### src/rtl/ws_fault_pkg.sv
// Shared types for the weight-stationary fault-injection sequencer:
// the campaign FSM encoding and the array drain length.
package ws_fault_pkg;

  typedef enum logic [1:0] {
    ST_IDLE    = 2'd0,
    ST_LOAD    = 2'd1,
    ST_COMPUTE = 2'd2,
    ST_DONE    = 2'd3
  } ws_state_e;

  // Cycles needed for the last activation to ripple out of an N x N array.
  function automatic int drain_len(input int n);
    return 2 * n;
  endfunction

endpackage

### src/rtl/ws_fault_sequencer_if.sv
// Array-side bus of the fault sequencer: weight/activation fetch, array feeds,
// per-PE fault mask and the golden/faulty column outputs coming back.
interface ws_fault_sequencer_if #(
  parameter int D_W   = 8,
  parameter int N     = 8,
  parameter int CNT_W = 16
);
  logic [CNT_W-1:0]       w_addr;
  logic [N*D_W-1:0]       w_data;
  logic [CNT_W-1:0]       a_addr;
  logic [N*D_W-1:0]       a_data;
  logic                   load_weight;
  logic [N*D_W-1:0]       m1;
  logic [N*D_W-1:0]       m0;
  logic [N*N*D_W-1:0]     fault_mask;
  logic [N*2*D_W-1:0]     m2_gold;
  logic [N*2*D_W-1:0]     m2_fault;

  modport master (
    output w_addr, a_addr, load_weight, m1, m0, fault_mask,
    input  w_data, a_data, m2_gold, m2_fault
  );

  modport slave (
    input  w_addr, a_addr, load_weight, m1, m0, fault_mask,
    output w_data, a_data, m2_gold, m2_fault
  );
endinterface

### src/rtl/ws_mismatch_tracker.sv
// Compares golden and faulty array columns each COMPUTE cycle, counting
// mismatching cycles (saturating) and latching the first mismatch location.
module ws_mismatch_tracker
  import ws_fault_pkg::*;
#(
  parameter int D_W   = 8,
  parameter int N     = 8,
  parameter int CNT_W = 16
) (
  input  logic                 clk,
  input  logic                 rst_n,
  input  logic                 clr,
  input  logic                 en,
  input  logic [CNT_W-1:0]     cyc,
  input  logic [N*2*D_W-1:0]   m2_gold,
  input  logic [N*2*D_W-1:0]   m2_fault,
  output logic [CNT_W-1:0]     mis_cnt,
  output logic [CNT_W-1:0]     first_cycle,
  output logic [CNT_W-1:0]     first_col,
  output logic                 first_valid
);

  function automatic logic [CNT_W-1:0] sat_inc(input logic [CNT_W-1:0] v);
    return (&v) ? v : v + CNT_W'(1);
  endfunction

  logic             mis_p0;
  logic [CNT_W-1:0] col_p0;

  // Descending scan so the lowest mismatching column is the one that sticks.
  always_comb begin
    mis_p0 = 1'b0;
    col_p0 = '0;
    for (int c = N - 1; c >= 0; c--) begin
      if (m2_gold[c*2*D_W +: 2*D_W] != m2_fault[c*2*D_W +: 2*D_W]) begin
        mis_p0 = 1'b1;
        col_p0 = CNT_W'(c);
      end
    end
  end

  // ---- result registers ----
  always_ff @(posedge clk or negedge rst_n) begin
    if (!rst_n) begin
      mis_cnt     <= '0;
      first_cycle <= '0;
      first_col   <= '0;
      first_valid <= 1'b0;
    end else if (clr) begin
      mis_cnt     <= '0;
      first_cycle <= '0;
      first_col   <= '0;
      first_valid <= 1'b0;
    end else if (en && mis_p0) begin
      mis_cnt <= sat_inc(mis_cnt);
      if (!first_valid) begin
        first_cycle <= cyc;
        first_col   <= col_p0;
        first_valid <= 1'b1;
      end
    end
  end

endmodule

### src/rtl/ws_fault_sequencer.sv
// Weight-stationary fault campaign sequencer: loads weights, streams
// activations, drives a per-PE fault mask; WS_FAULT_COMPARE_EN adds result tracking.
module ws_fault_sequencer
  import ws_fault_pkg::*;
#(
  parameter int D_W   = 8,
  parameter int N     = 8,
  parameter int CNT_W = 16
) (
  input  logic                 clk,
  input  logic                 rst_n,
  input  logic                 start,
  input  logic [CNT_W-1:0]     num_acts,
  input  logic                 flt_en,
  input  logic [CNT_W-1:0]     flt_row,
  input  logic [CNT_W-1:0]     flt_col,
  input  logic [CNT_W-1:0]     flt_cycle,
  input  logic [CNT_W-1:0]     flt_len,
  input  logic [D_W-1:0]       flt_val,
  ws_fault_sequencer_if.master arr,
  output logic                 busy,
  output logic                 done,
  output logic [CNT_W-1:0]     mis_cnt,
  output logic [CNT_W-1:0]     first_cycle,
  output logic [CNT_W-1:0]     first_col,
  output logic                 first_valid
);

  localparam logic [CNT_W:0] DRAIN     = (CNT_W+1)'(drain_len(N));
  localparam logic [CNT_W:0] LOAD_LAST = (CNT_W+1)'(N - 1);
  localparam logic [CNT_W:0] ONE       = (CNT_W+1)'(1);

  ws_state_e        st, st_nxt;
  logic [CNT_W:0]   cnt;
  logic [CNT_W-1:0] num_acts_q, flt_row_q, flt_col_q, flt_cycle_q, flt_len_q;
  logic             flt_en_q;
  logic [D_W-1:0]   flt_val_q;

  logic             start_acc, load_last, comp_last, act_live, flt_live;
  logic [CNT_W:0]   comp_len, flt_end, w_idx;

  assign start_acc = start && (st == ST_IDLE);
  // One extra bit so num_acts + 2N and flt_cycle + flt_len cannot wrap.
  assign comp_len  = {1'b0, num_acts_q} + DRAIN;
  assign flt_end   = {1'b0, flt_cycle_q} + {1'b0, flt_len_q};
  assign load_last = (cnt == LOAD_LAST);
  assign comp_last = ((cnt + ONE) == comp_len);
  assign w_idx     = LOAD_LAST - cnt;
  assign act_live  = (st == ST_COMPUTE) && (cnt < {1'b0, num_acts_q});
  assign flt_live  = flt_en_q && (st == ST_COMPUTE) && (cnt >= {1'b0, flt_cycle_q}) &&
                     ((flt_len_q == '0) || (cnt < flt_end));

  // ---- state register ----
  always_ff @(posedge clk or negedge rst_n) begin
    if (!rst_n) st <= ST_IDLE;
    else        st <= st_nxt;
  end

  always_comb begin
    st_nxt = st;
    unique case (st)
      ST_IDLE:    if (start)     st_nxt = ST_LOAD;
      ST_LOAD:    if (load_last) st_nxt = ST_COMPUTE;
      ST_COMPUTE: if (comp_last) st_nxt = ST_DONE;
      ST_DONE:                   st_nxt = ST_IDLE;
    endcase
  end

  always_comb begin
    busy       = (st == ST_LOAD) || (st == ST_COMPUTE);
    done       = (st == ST_DONE);
    arr.w_addr = (st == ST_LOAD) ? w_idx[CNT_W-1:0] : '0;
    arr.a_addr = act_live ? cnt[CNT_W-1:0] : '0;
  end

  // ---- campaign counter and latched configuration ----
  always_ff @(posedge clk or negedge rst_n) begin
    if (!rst_n) begin
      cnt         <= '0;
      num_acts_q  <= '0;
      flt_en_q    <= 1'b0;
      flt_row_q   <= '0;
      flt_col_q   <= '0;
      flt_cycle_q <= '0;
      flt_len_q   <= '0;
      flt_val_q   <= '0;
    end else if (start_acc) begin
      cnt         <= '0;
      num_acts_q  <= num_acts;
      flt_en_q    <= flt_en;
      flt_row_q   <= flt_row;
      flt_col_q   <= flt_col;
      flt_cycle_q <= flt_cycle;
      flt_len_q   <= flt_len;
      flt_val_q   <= flt_val;
    end else begin
      unique case (st)
        ST_LOAD:    cnt <= load_last ? '0 : cnt + ONE;
        ST_COMPUTE: cnt <= cnt + ONE;
        default:    cnt <= '0;
      endcase
    end
  end

  // ---- array feed stage: data lands one cycle behind its address ----
  always_ff @(posedge clk or negedge rst_n) begin
    if (!rst_n) begin
      arr.load_weight <= 1'b0;
      arr.m1          <= '0;
      arr.m0          <= '0;
    end else begin
      arr.load_weight <= (st == ST_LOAD);
      arr.m1          <= (st == ST_LOAD) ? arr.w_data : '0;
      arr.m0          <= act_live ? arr.a_data : '0;
    end
  end

  // Out-of-range row/col never matches a loop index, so it yields no mask bit.
  always_comb begin
    arr.fault_mask = '0;
    for (int r = 0; r < N; r++) begin
      for (int c = 0; c < N; c++) begin
        if (flt_live && (flt_row_q == CNT_W'(r)) && (flt_col_q == CNT_W'(c)))
          arr.fault_mask[(r*N+c)*D_W +: D_W] = flt_val_q;
      end
    end
  end

`ifdef WS_FAULT_COMPARE_EN
  ws_mismatch_tracker #(.D_W(D_W), .N(N), .CNT_W(CNT_W)) u_tracker (
    .clk         (clk),
    .rst_n       (rst_n),
    .clr         (start_acc),
    .en          (st == ST_COMPUTE),
    .cyc         (cnt[CNT_W-1:0]),
    .m2_gold     (arr.m2_gold),
    .m2_fault    (arr.m2_fault),
    .mis_cnt     (mis_cnt),
    .first_cycle (first_cycle),
    .first_col   (first_col),
    .first_valid (first_valid)
  );
`else
  assign mis_cnt     = '0;
  assign first_cycle = '0;
  assign first_col   = '0;
  assign first_valid = 1'b0;
`endif

endmodule

### src/flat_wrapper.sv
// flat-port wrapper written by rule: the top's interface ports become plain ports
module ws_fault_sequencer_flat import ws_fault_pkg::*;
#(
  parameter int D_W   = 8,
  parameter int N     = 8,
  parameter int CNT_W = 16
)
  (clk, rst_n, start, num_acts, flt_en, flt_row, flt_col, flt_cycle, flt_len, flt_val, busy, done, mis_cnt, first_cycle, first_col, first_valid, arr_w_addr, arr_a_addr, arr_load_weight, arr_m1, arr_m0, arr_fault_mask, arr_w_data, arr_a_data, arr_m2_gold, arr_m2_fault);
  ws_fault_sequencer_if #(.D_W(D_W), .N(N), .CNT_W(CNT_W)) arr_i ();
  input  logic clk;
  input  logic rst_n;
  input  logic start;
  input  logic [CNT_W-1:0] num_acts;
  input  logic flt_en;
  input  logic [CNT_W-1:0] flt_row;
  input  logic [CNT_W-1:0] flt_col;
  input  logic [CNT_W-1:0] flt_cycle;
  input  logic [CNT_W-1:0] flt_len;
  input  logic [D_W-1:0] flt_val;
  output logic busy;
  output logic done;
  output logic [CNT_W-1:0] mis_cnt;
  output logic [CNT_W-1:0] first_cycle;
  output logic [CNT_W-1:0] first_col;
  output logic first_valid;
  output wire logic [$bits(arr_i.w_addr)-1:0] arr_w_addr;
  output wire logic [$bits(arr_i.a_addr)-1:0] arr_a_addr;
  output wire logic [$bits(arr_i.load_weight)-1:0] arr_load_weight;
  output wire logic [$bits(arr_i.m1)-1:0] arr_m1;
  output wire logic [$bits(arr_i.m0)-1:0] arr_m0;
  output wire logic [$bits(arr_i.fault_mask)-1:0] arr_fault_mask;
  input wire logic [$bits(arr_i.w_data)-1:0] arr_w_data;
  input wire logic [$bits(arr_i.a_data)-1:0] arr_a_data;
  input wire logic [$bits(arr_i.m2_gold)-1:0] arr_m2_gold;
  input wire logic [$bits(arr_i.m2_fault)-1:0] arr_m2_fault;
  assign arr_w_addr = arr_i.w_addr;
  assign arr_a_addr = arr_i.a_addr;
  assign arr_load_weight = arr_i.load_weight;
  assign arr_m1 = arr_i.m1;
  assign arr_m0 = arr_i.m0;
  assign arr_fault_mask = arr_i.fault_mask;
  assign arr_i.w_data = arr_w_data;
  assign arr_i.a_data = arr_a_data;
  assign arr_i.m2_gold = arr_m2_gold;
  assign arr_i.m2_fault = arr_m2_fault;
  ws_fault_sequencer #(.D_W(D_W), .N(N), .CNT_W(CNT_W)) u_core (.clk(clk), .rst_n(rst_n), .start(start), .num_acts(num_acts), .flt_en(flt_en), .flt_row(flt_row), .flt_col(flt_col), .flt_cycle(flt_cycle), .flt_len(flt_len), .flt_val(flt_val), .arr(arr_i), .busy(busy), .done(done), .mis_cnt(mis_cnt), .first_cycle(first_cycle), .first_col(first_col), .first_valid(first_valid));
endmodule
### config.mk
export PLATFORM = sky130hd
export DESIGN_NAME = ws_fault_sequencer_flat
export DESIGN_NICKNAME = d
export VERILOG_FILES = /design/src/rtl/ws_fault_pkg.sv /design/src/rtl/ws_fault_sequencer_if.sv /design/src/rtl/ws_mismatch_tracker.sv /design/src/rtl/ws_fault_sequencer.sv /design/src/flat_wrapper.sv
export SDC_FILE = /design/constraint.sdc
export NUM_CORES = 1
export LEC_CHECK = 0
export CAP_MARGIN = 15
export CORE_AREA = 2 2 462 464
export DETAILED_ROUTE_END_ITERATION = 12
export DIE_AREA = 0 0 464 466
export HOLD_SLACK_MARGIN = 0.03
export PLACE_DENSITY = 0.34
export SYNTH_ARGS = -nofsm -noshare
export SYNTH_HDL_FRONTEND = slang
export SYNTH_HIERARCHICAL = 1
export SYNTH_SLANG_ARGS = --single-unit
### constraint.sdc
create_clock -name clk -period 11.3 [get_ports clk]
set_input_delay 1.13 -clock clk [delete_from_list [all_inputs] [get_ports clk]]
set_output_delay 1.13 -clock clk [all_outputs]
set_load 0.03 [all_outputs]
## Word-level counts from Yosys, hierarchy flattened

Cells that the tools add are included.

- Word-level logic and storage cells: 200
- Bits in registers: 237
- Input port bits: 476

- Order comparisons: 3
- Multiplexer cells: 75
- Equal/unequal tests: 22
- Reduce and logical (&&, ||, !) cells: 84
- $add $sub $neg: 4

Operators with widths:

| cell | number |
|---|---|
| 2-to-1 mux 8 bit | 64 |
| == test 16 x 3 -> 1 bit, second input constant | 8 |
| 2-to-1 mux 64 bit | 2 |
| logical AND 1 bit | 77 |
| == test 16 x 2 -> 1 bit, second input constant | 4 |
| logical NOT 16 bit | 3 |
| 2-to-1 mux 17 bit | 2 |
| one-hot mux 17 bit (2 select lines) | 1 |
| == test 16 x 1 -> 1 bit, second input constant | 2 |
| 2-to-1 mux 16 bit | 2 |
| adder 16 x 16 -> 17 bit | 1 |
| adder 16 x 5 -> 17 bit, second input constant | 1 |
| adder 17 x 1 -> 17 bit, second input constant | 1 |
| == test 17 bit | 1 |
| == test 17 x 3 -> 1 bit, second input constant | 1 |
| greater-or-equal comparator 17 x 16 -> 1 bit | 1 |
| < comparator 17 x 16 -> 1 bit | 1 |
| < comparator 17 bit | 1 |
| subtractor 3 x 16 -> 16 bit, first input constant | 1 |
| one-hot mux 2 bit (4 select lines) | 1 |
| 2-to-1 mux 2 bit | 3 |
| == test 2 bit, second input constant | 2 |
| != test 2 x 1 -> 1 bit, second input constant | 2 |
| AND reduction 3 bit | 1 |
| other kinds (4) | 5 |

## Longest topological paths before layout

Gate-level depths: netlist of the first run.

- Depth in word-level cells: 7
- Depth in mapped cells: 19
- Gate-level depth less buffers: 17

## Least setup slack after synthesis of the first run

No wires, ideal clock.

- Path kind: flip-flop to output port
- From: reg u_core.flt_cycle_q[0]
- To: out arr_fault_mask[112]
- Cell stages (with the launch flop): 19
- Arrival time: 4510 ps
- Slack: 5660 ps
- Path buffers: 1
- Data required time: 10170 ps
- Cell sequence: dfrtp_1 ha_1 fa_1 a21o_1 a21oi_1 o21ai_0 a21boi_0 o21ai_0 a31o_2 xnor2_1 ha_1 a21o_1 a21o_1 a21oi_1 nand2_1 o211ai_1 nand4_1 clkbuf_1 nor2_1

- Longest elaborated chain between the ends: 7

RTL lines:

| element | RTL line | RTL |
|---|---|---|
| start, declared | ws_fault_sequencer.sv:35 | `logic [CNT_W-1:0] num_acts_q, flt_row_q, flt_col_q, flt_cycle_q, flt_len_q;` |
| start signal, assigned | ws_fault_sequencer.sv:93 | `flt_cycle_q <= flt_cycle;` |
| adder 16 x 16 -> 17 bit | ws_fault_sequencer.sv:45 | `assign flt_end = {1'b0, flt_cycle_q} + {1'b0, flt_len_q};` |
| < comparator 17 bit | ws_fault_sequencer.sv:51 | `((flt_len_q == '0) \|\| (cnt < flt_end));` |
| logical OR 1 bit | ws_fault_sequencer.sv:51 |  |
| logical AND 1 bit (*) | ws_fault_sequencer.sv:50 | `assign flt_live = flt_en_q && (st == ST_COMPUTE) && (cnt >= {1'b0, flt_cycle_q}) &&` |
| logical AND 1 bit (*) (2 in a row) | ws_fault_sequencer.sv:123 | `if (flt_live && (flt_row_q == CNT_W'(r)) && (flt_col_q == CNT_W'(c)))` |
| 2-to-1 mux 8 bit (*) | ws_fault_sequencer.sv:123 |  |
| end, declared | flat_wrapper.sv:31 | `output wire logic [$bits(arr_i.fault_mask)-1:0] arr_fault_mask;` |

Every way passes the cells marked *; elsewhere a longest branch is shown, timed or not.

## Worst setup path after layout of the first run

- From: reg u_core.flt_cycle_q[0]
- To: out arr_fault_mask[403]

The elaborated chain is that of the path after synthesis.

==> results of run 1 <==
-- worst max-delay path, stage by stage, from the launching register on --
cell and delay, ns:
dfrtp_1 0.40, ha_1 0.23, fa_1 0.41, a21o_1 0.18, a21oi_1 0.27, o21ai_0 0.16
a21boi_0 0.32, o21ai_0 0.23, a31o_2 0.31, xnor2_1 0.17, ha_1 0.27, a21o_1 0.16
a21o_1 0.16, a21oi_1 0.19, nand2_1 0.07, o211ai_1 0.62, nand4b_1 0.74, buf_4 0.51
buf_4 0.33, nor2_1 0.18, clkdlybuf4s50_1 0.72
-- metal layers --
metal  routed length [um]  up-vias  share of wire, %
met4                 1930       28               1.9
li1                     -     7008                 -
met3                 8730      141               8.7
met5                  174        -              0.17
met1                36900     7163                37
met2                52800      775                53
-- power breakdown --
group | switching, mW | leakage [nW] | internal, mW
combinational | 1.23 | 6.18 | 0.922
clock | 0.501 | 0.587 | 0.704
sequential | 0.280 | 3.02 | 1.16
total | 2.01 | 9.79 | 2.79
-- cell type report --
cell class	count	area (sq um)	area share, %
antenna	6	15.0	0.0548
clock buffer	42	952	3.48
clock inverter	21	277	1.01
inverter	46	173	0.630
multi-input combinational	1270	7330	26.7
sequential	237	5930	21.6
tap	2821	3530	12.9
timing repair buffer	926	9190	33.6
-- flip-flops by register name (all words and copies together), names as in the netlist --
register                cells
u_core/arr.load_weight      1
u_core/arr.m0              64
u_core/arr.m1              64
u_core/cnt                 17
u_core/flt_col_q           16
u_core/flt_cycle_q         16
u_core/flt_en_q             1
u_core/flt_len_q           16
u_core/flt_row_q           16
u_core/flt_val_q            8
u_core/num_acts_q          16
u_core/st                   2
-- kinds of logic after synthesis --
family,after synthesis
AO/OA/AOI/OAI,86
AND/OR/NAND/NOR,910
adder cells (fa/ha/maj),74
XOR/XNOR,61
buffers and inverters,200
flip-flops,237
multiplexers,90
other,1
-- worst paths after layout --
kind,from,end,slack (ns),cells after the start
setup / recovery,u_core/flt_cycle_q[0]$_DFFE_PN0P_,arr_fault_mask[403],2.83,20
hold / removal,rst_n,u_core/arr.m1[32]$_DFF_PN0_,0.51,1
setup reg to reg,u_core/cnt[1]$_DFF_PN0_,u_core/st[1]$_DFFE_PN0P_,7.81,9
hold reg to reg,u_core/flt_col_q[15]$_DFFE_PN0P_,u_core/flt_col_q[15]$_DFFE_PN0P_,0.51,1
max in group asynchronous,rst_n,u_core/flt_cycle_q[6]$_DFFE_PN0P_,9.42,2
min in group clk,u_core/flt_col_q[15]$_DFFE_PN0P_,u_core/flt_col_q[15]$_DFFE_PN0P_,0.51,1
-- cell usage in the layout (no fill, tap or decap), types with 13 or more instances in the layout --
master | synthesis | layout
a21o_1 | 19 | 18
a21oi_1 | 21 | 21
and2_1 | 65 | 65
and3_1 | 82 | 82
buf_4 | 53 | 32
clkbuf_16 | 0 | 35
clkdlybuf4s50_1 | 0 | 893
conb_1 | 1 | 49
dfrtp_1 | 237 | 237
ha_1 | 73 | 72
inv_1 | 46 | 46
mux2_2 | 89 | 89
nand2_1 | 95 | 93
nand4_1 | 23 | 23
nor2_1 | 574 | 574
nor3_1 | 14 | 13
nor4_1 | 19 | 18
o21ai_0 | 20 | 20
xnor2_1 | 44 | 44
xor2_1 | 16 | 16
-- stage by stage --
step / total power [mW] / cells / cell area [sq um] / util [%] / worst slack, ns
final: 4.79 / 5369 / 27400 / 13.0 / 2.83
after global routing: 5.16 / 5366 / 27400 / 13.0 / 2.30
after CTS: 4.95 / 5363 / 27400 / 13.0 / 2.66
after detailed placement: 3.67 / 5300 / 26200 / 12.4 / 3.40
after global placement: 3.69 / 5300 / 26200 / 12.4 / 3.36
after floorplan: 2.69 / 1707 / 14200 / - / 5.66
==> results_dict.tcl, run 1 <==
set metrics [dict create \
    clk_latency_ns 0.62 \
    max-cap-violations 0 \
    routabilityCongestion 0.779 \
    async_reset_ff_share_pct 100 \
    htree_levels 2 \
    synth_edf_count 0 \
    cts_tree "yes" \
    drt-vias-per-instance 2.82 \
    globalRouteOverflowTotal 0 \
    grtUsageMet1_pct 9.47 \
    cts_resized 0 \
    synthesis.instances 1659 \
    fin_crit_ns 8.47 \
    drt_wl_total_um 100000 \
    fmax_ghz 0.118 \
    fillers 24039 \
    antenna_found_initial 60 \
    synth_top_family_by_area "simple AND/OR/NAND/NOR gates" \
    power_per_cell_area_mw_per_mm2 175 \
    grt.total_usage_pct 8.93 \
    ys_seq_elements 237 \
    synth_most_common_cell "nor2_1" \
    min_period_over_period_pct 75.0 \
    synth_fa_ha_area_share_pct 6.65 \
    port_buffers 894 \
    dieWidth_um 464 \
    status "finished, final reports clean" \
    ys.flop_type "dfrtp_1" \
    boundaryPins 1200 \
    peakVddDrop_mv 0.165 \
    synth_warnings 6 \
    setup_viol 0 \
    root_buffer "clkbuf_16" \
    drtIter0Drc 609 \
    layout-drive-gt1-share_pct 7.75 \
    required_ns 10.17 \
    hpwlAfterDp_um 79500 \
    grt_start_max_net_pins 81 \
    first_global_vias 15429 \
    cp_max_fo 39 \
    cts_max_path_buffers 3 \
    postRouteAntennaNets 0 \
    met2_usage_pct 16.9 \
    synthSimpleGateAreaFrac_pct 29.0 \
    finClkSkew_ns 0.0436 \
    grt_busiest_layer "met2" \
    cp_data_arrival_time_ns 7.34 \
    yosysSeqAreaShare_pct 42.3 \
    rsz0062_at_grt "false" \
    tightest_slew_ns 1.02 \
    use_met3_pct 3.10 \
    rows 169 \
    criticalPathCategory "reg -> out" \
    synth_compound_area_share_pct 3.90 \
    synth_mux_area_share_pct 7.22 \
    synth_top_area_cell "dfrtp_1" \
    synthTopCellsByArea "dfrtp_1 42%, nor2_1 15%, mux2_2 7.1%" \
    drtPass1Iterations 5 \
    core_area_sq_mm 0.211 \
    postCtsSetupRepairBufs 0 \
    yosys.cell_types.count 51 \
    clkTransAtPathRegs_ns 0.06 \
    slew_headroom_pct 31.2 \
    synth_commonest_cells "574 x nor2_1, 237 x dfrtp_1, 95 x nand2_1" \
    timing.final.max_slew_violations 0 \
    synth-xor-area-share_pct 3.91 \
    die-area_sq_mm 0.216 \
    synth.top_cell.area_share_pct 42.3 \
    grt_first_pass_wirelength_um 135000 \
    routedWlPerCell_um 18.7 \
    syn_avg_cell_area_sq_um 8.46 \
    startpoint_type "flop" \
    hold_path_class "in -> async" \
    die_h_um 466 \
    crit_path_end_kind "primary output" \
    p_leak_nw 9.79 \
    vias 15115 \
    clkSinkCount 237 \
    cts_inserted_buffers 35 \
    remaining_drc_errors 0 \
    initial_core_util_pct 6.64 \
    syn_area_sq_mm 0.0140 \
    tns_ns 0 \
    nNetsFinal 3066 \
    whs_ns 0.506 \
    hold_viol_final 0 \
    holdBufCountCts 0 \
    area_delta_synth_final_pct 95.2 \
]
No activity file was read; power rests on OpenSTA's default activity.
==> run 2, diff against run 1 <==
- clock period: 11.3 -> 8 ns (I/O delays scaled with it)
==> run 2 against run 1 <==
Sequential power grew 47%. Via count grew 0.40%. Combinational power grew 38%. Critical endpoint is now arr_fault_mask[34]. Count of clock-buffer cells in the layout shrank 1. Final cell count is essentially flat. Setup slack lost 2.1 ns. Largest cell class unchanged. First-iteration DRC count shrank 9.7%. Die area is the same. Highest routed layer unchanged. Clock skew shrank 0.0050 ns. Critical path depth shrank 1. Register-to-register slack lost 3.3 ns. Global-route usage shrank 0.077 points.
==> results_dict.tcl, run 2 (synthesis results as in run 1) <==
set metrics [dict create \
    hold_viol_final 0 \
    htree_levels 2 \
    final_common_cell "clkdlybuf4s50_1" \
    power_per_cell_area_mw_per_mm2 246 \
    critPathBufInv 2 \
    fin_crit_ns 7.23 \
    crit_path_end_kind "primary output" \
    cts_inserted_buffers 34 \
    slew_headroom_pct 28.2 \
    cts_resized 0 \
    multi_input_comb_area_sq_mm 0.00733 \
    seqCellArea_sq_mm 0.00593 \
    holdBufCountCts 0 \
    r2r_setup_slack_ns 4.55 \
    grt_start_max_net_pins 68 \
    die_h_um 466 \
    grt.total_usage_pct 8.85 \
    clkTransAtPathRegs_ns 0.05 \
    drt_wl_total_um 99600 \
    port_buffers 894 \
    fillers 24182 \
    cpLargestDelayFamily "compound AO/OA/AOI/OAI gates" \
    cp_slowest_cell "clkdlybuf4s50_1" \
    routedWlPerCell_um 18.6 \
    timing.final.max_slew_violations 0 \
    final_cell_mix "893 x clkdlybuf4s50_1, 574 x nor2_1, 237 x dfrtp_1" \
    die-area_sq_mm 0.216 \
    cts_max_path_buffers 3 \
    grt_first_pass_wirelength_um 134000 \
    startpoint_type "flop" \
    max-cap-violations 0 \
    drt-vias-per-instance 2.83 \
    hold_path_class "in -> async" \
    drtPass1Iterations 5 \
    path_cells "ha_1 -> fa_1 -> a21o_1 -> a21oi_1 -> o21ai_0 -> a21boi_0 -> o21ai_0 -> a31o_2 -> xnor2_1 -> ha_1 -> a21o_1 -> a21o_1 -> a21oi_1 -> nand2_1 -> o211ai_1 -> nand4_1 -> buf_4 -> nor2_1 -> clkdlybuf4s50_1" \
    globalRouteOverflowTotal 0 \
    reg_top3 "u_core/arr.m0 x64, u_core/arr.m1 x64, u_core/cnt x17" \
    p_leak_nw 9.81 \
    rows 169 \
    criticalPathCategory "reg -> out" \
    vias 15175 \
    core_area_sq_mm 0.211 \
    crit_top_cell "a21o_1" \
    remaining_drc_errors 0 \
    drtIter0Drc 550 \
    cp_max_fo 56 \
    dr_wl_met2_um 52200 \
    tightest_slew_ns 1.08 \
    finClkSkew_ns 0.0386 \
    postRouteAntennaNets 0 \
    boundaryPins 1200 \
    fmax_ghz 0.138 \
    whs_ns 0.171 \
    dieWidth_um 464 \
    root_buffer "clkbuf_16" \
    clk_latency_ns 0.60 \
    min_period_over_period_pct 90.3 \
    postCtsSetupRepairBufs 0 \
    rsz0062_at_grt "false" \
    wl_met3_um 9430 \
    nNetsFinal 3064 \
    slowest_delay_ns 0.72 \
    drt-met1-wl_um 35800 \
    routed.top_layer "met5" \
    setup_viol 0 \
    initial_core_util_pct 6.64 \
    first_global_vias 15529 \
    layout-drive-gt1-share_pct 7.42 \
    area_delta_synth_final_pct 95.1 \
    peakVddDrop_mv 0.261 \
    tns_ns 0 \
    clkSinkCount 237 \
    hpwlAfterDp_um 78600 \
    cp_data_arrival_time_ns 6.43 \
    routabilityCongestion 0.781 \
    antenna_found_initial 56 \
    required_ns 7.20 \
    cts_tree "yes" \
    status "finished, final reports clean" \
]
[run 2: cell types whose count changed in the layout (fill, tap and decap cells not counted), moves of 3 or more]
cell,delta
clkbuf_8,-3
clkinv_2,+4
buf_4,-5
clkinv_4,-3
clkinvlp_4,-5
buf_12,+4
[run 2: final timing paths]
kind                                                    from  cells after the start                                to
min in group clk            u_core/flt_row_q[15]$_DFFE_PN0P_                      1  u_core/flt_row_q[15]$_DFFE_PN0P_
hold reg to reg             u_core/flt_row_q[15]$_DFFE_PN0P_                      1  u_core/flt_row_q[15]$_DFFE_PN0P_
setup / recovery           u_core/flt_cycle_q[0]$_DFFE_PN0P_                     19                arr_fault_mask[34]
hold / removal                                         rst_n                      1       u_core/arr.m1[33]$_DFF_PN0_
max in group asynchronous                              rst_n                      2       u_core/flt_en_q$_DFFE_PN0P_
setup reg to reg                     u_core/cnt[1]$_DFF_PN0_                      9          u_core/st[1]$_DFFE_PN0P_
[run 2: metrics by stage]
step	util, %	cell area (sq um)	power (mW)	setup slack, ns	std cells
6_report	13.0	27400	6.74	0.774	5364
5_1_grt	13.0	27400	7.25	0.173	5358
4_1_cts	13.0	27400	6.95	0.668	5356
3_5_place_dp	12.4	26200	5.18	1.32	5299
3_3_place_gp	12.4	26200	5.21	1.23	5299
2_1_floorplan	-	14200	3.81	2.69	1707
[run 2: final cells by class]
type	count	area share, %
antenna	8	0.0731
inverter	46	0.631
clock buffer	41	3.35
tap	2821	12.9
sequential	237	21.7
timing repair buffer	925	33.7
clock inverter	16	0.909
multi-input combinational	1270	26.8
[run 2: metal layers]
layer | up-vias | GRT usage, %
met5 | - | 0
met4 | 40 | 1.74
met3 | 147 | 3.60
met2 | 729 | 16.5
met1 | 7251 | 9.28
li1 | 7008 | -
[run 2: power by group]
part           internal [mW]  switching, mW  total [mW]
Clock                   1.01          0.649        1.66
Sequential              1.64          0.466        2.11
Combinational           1.29           1.67        2.97
Total                   3.95           2.79        6.74
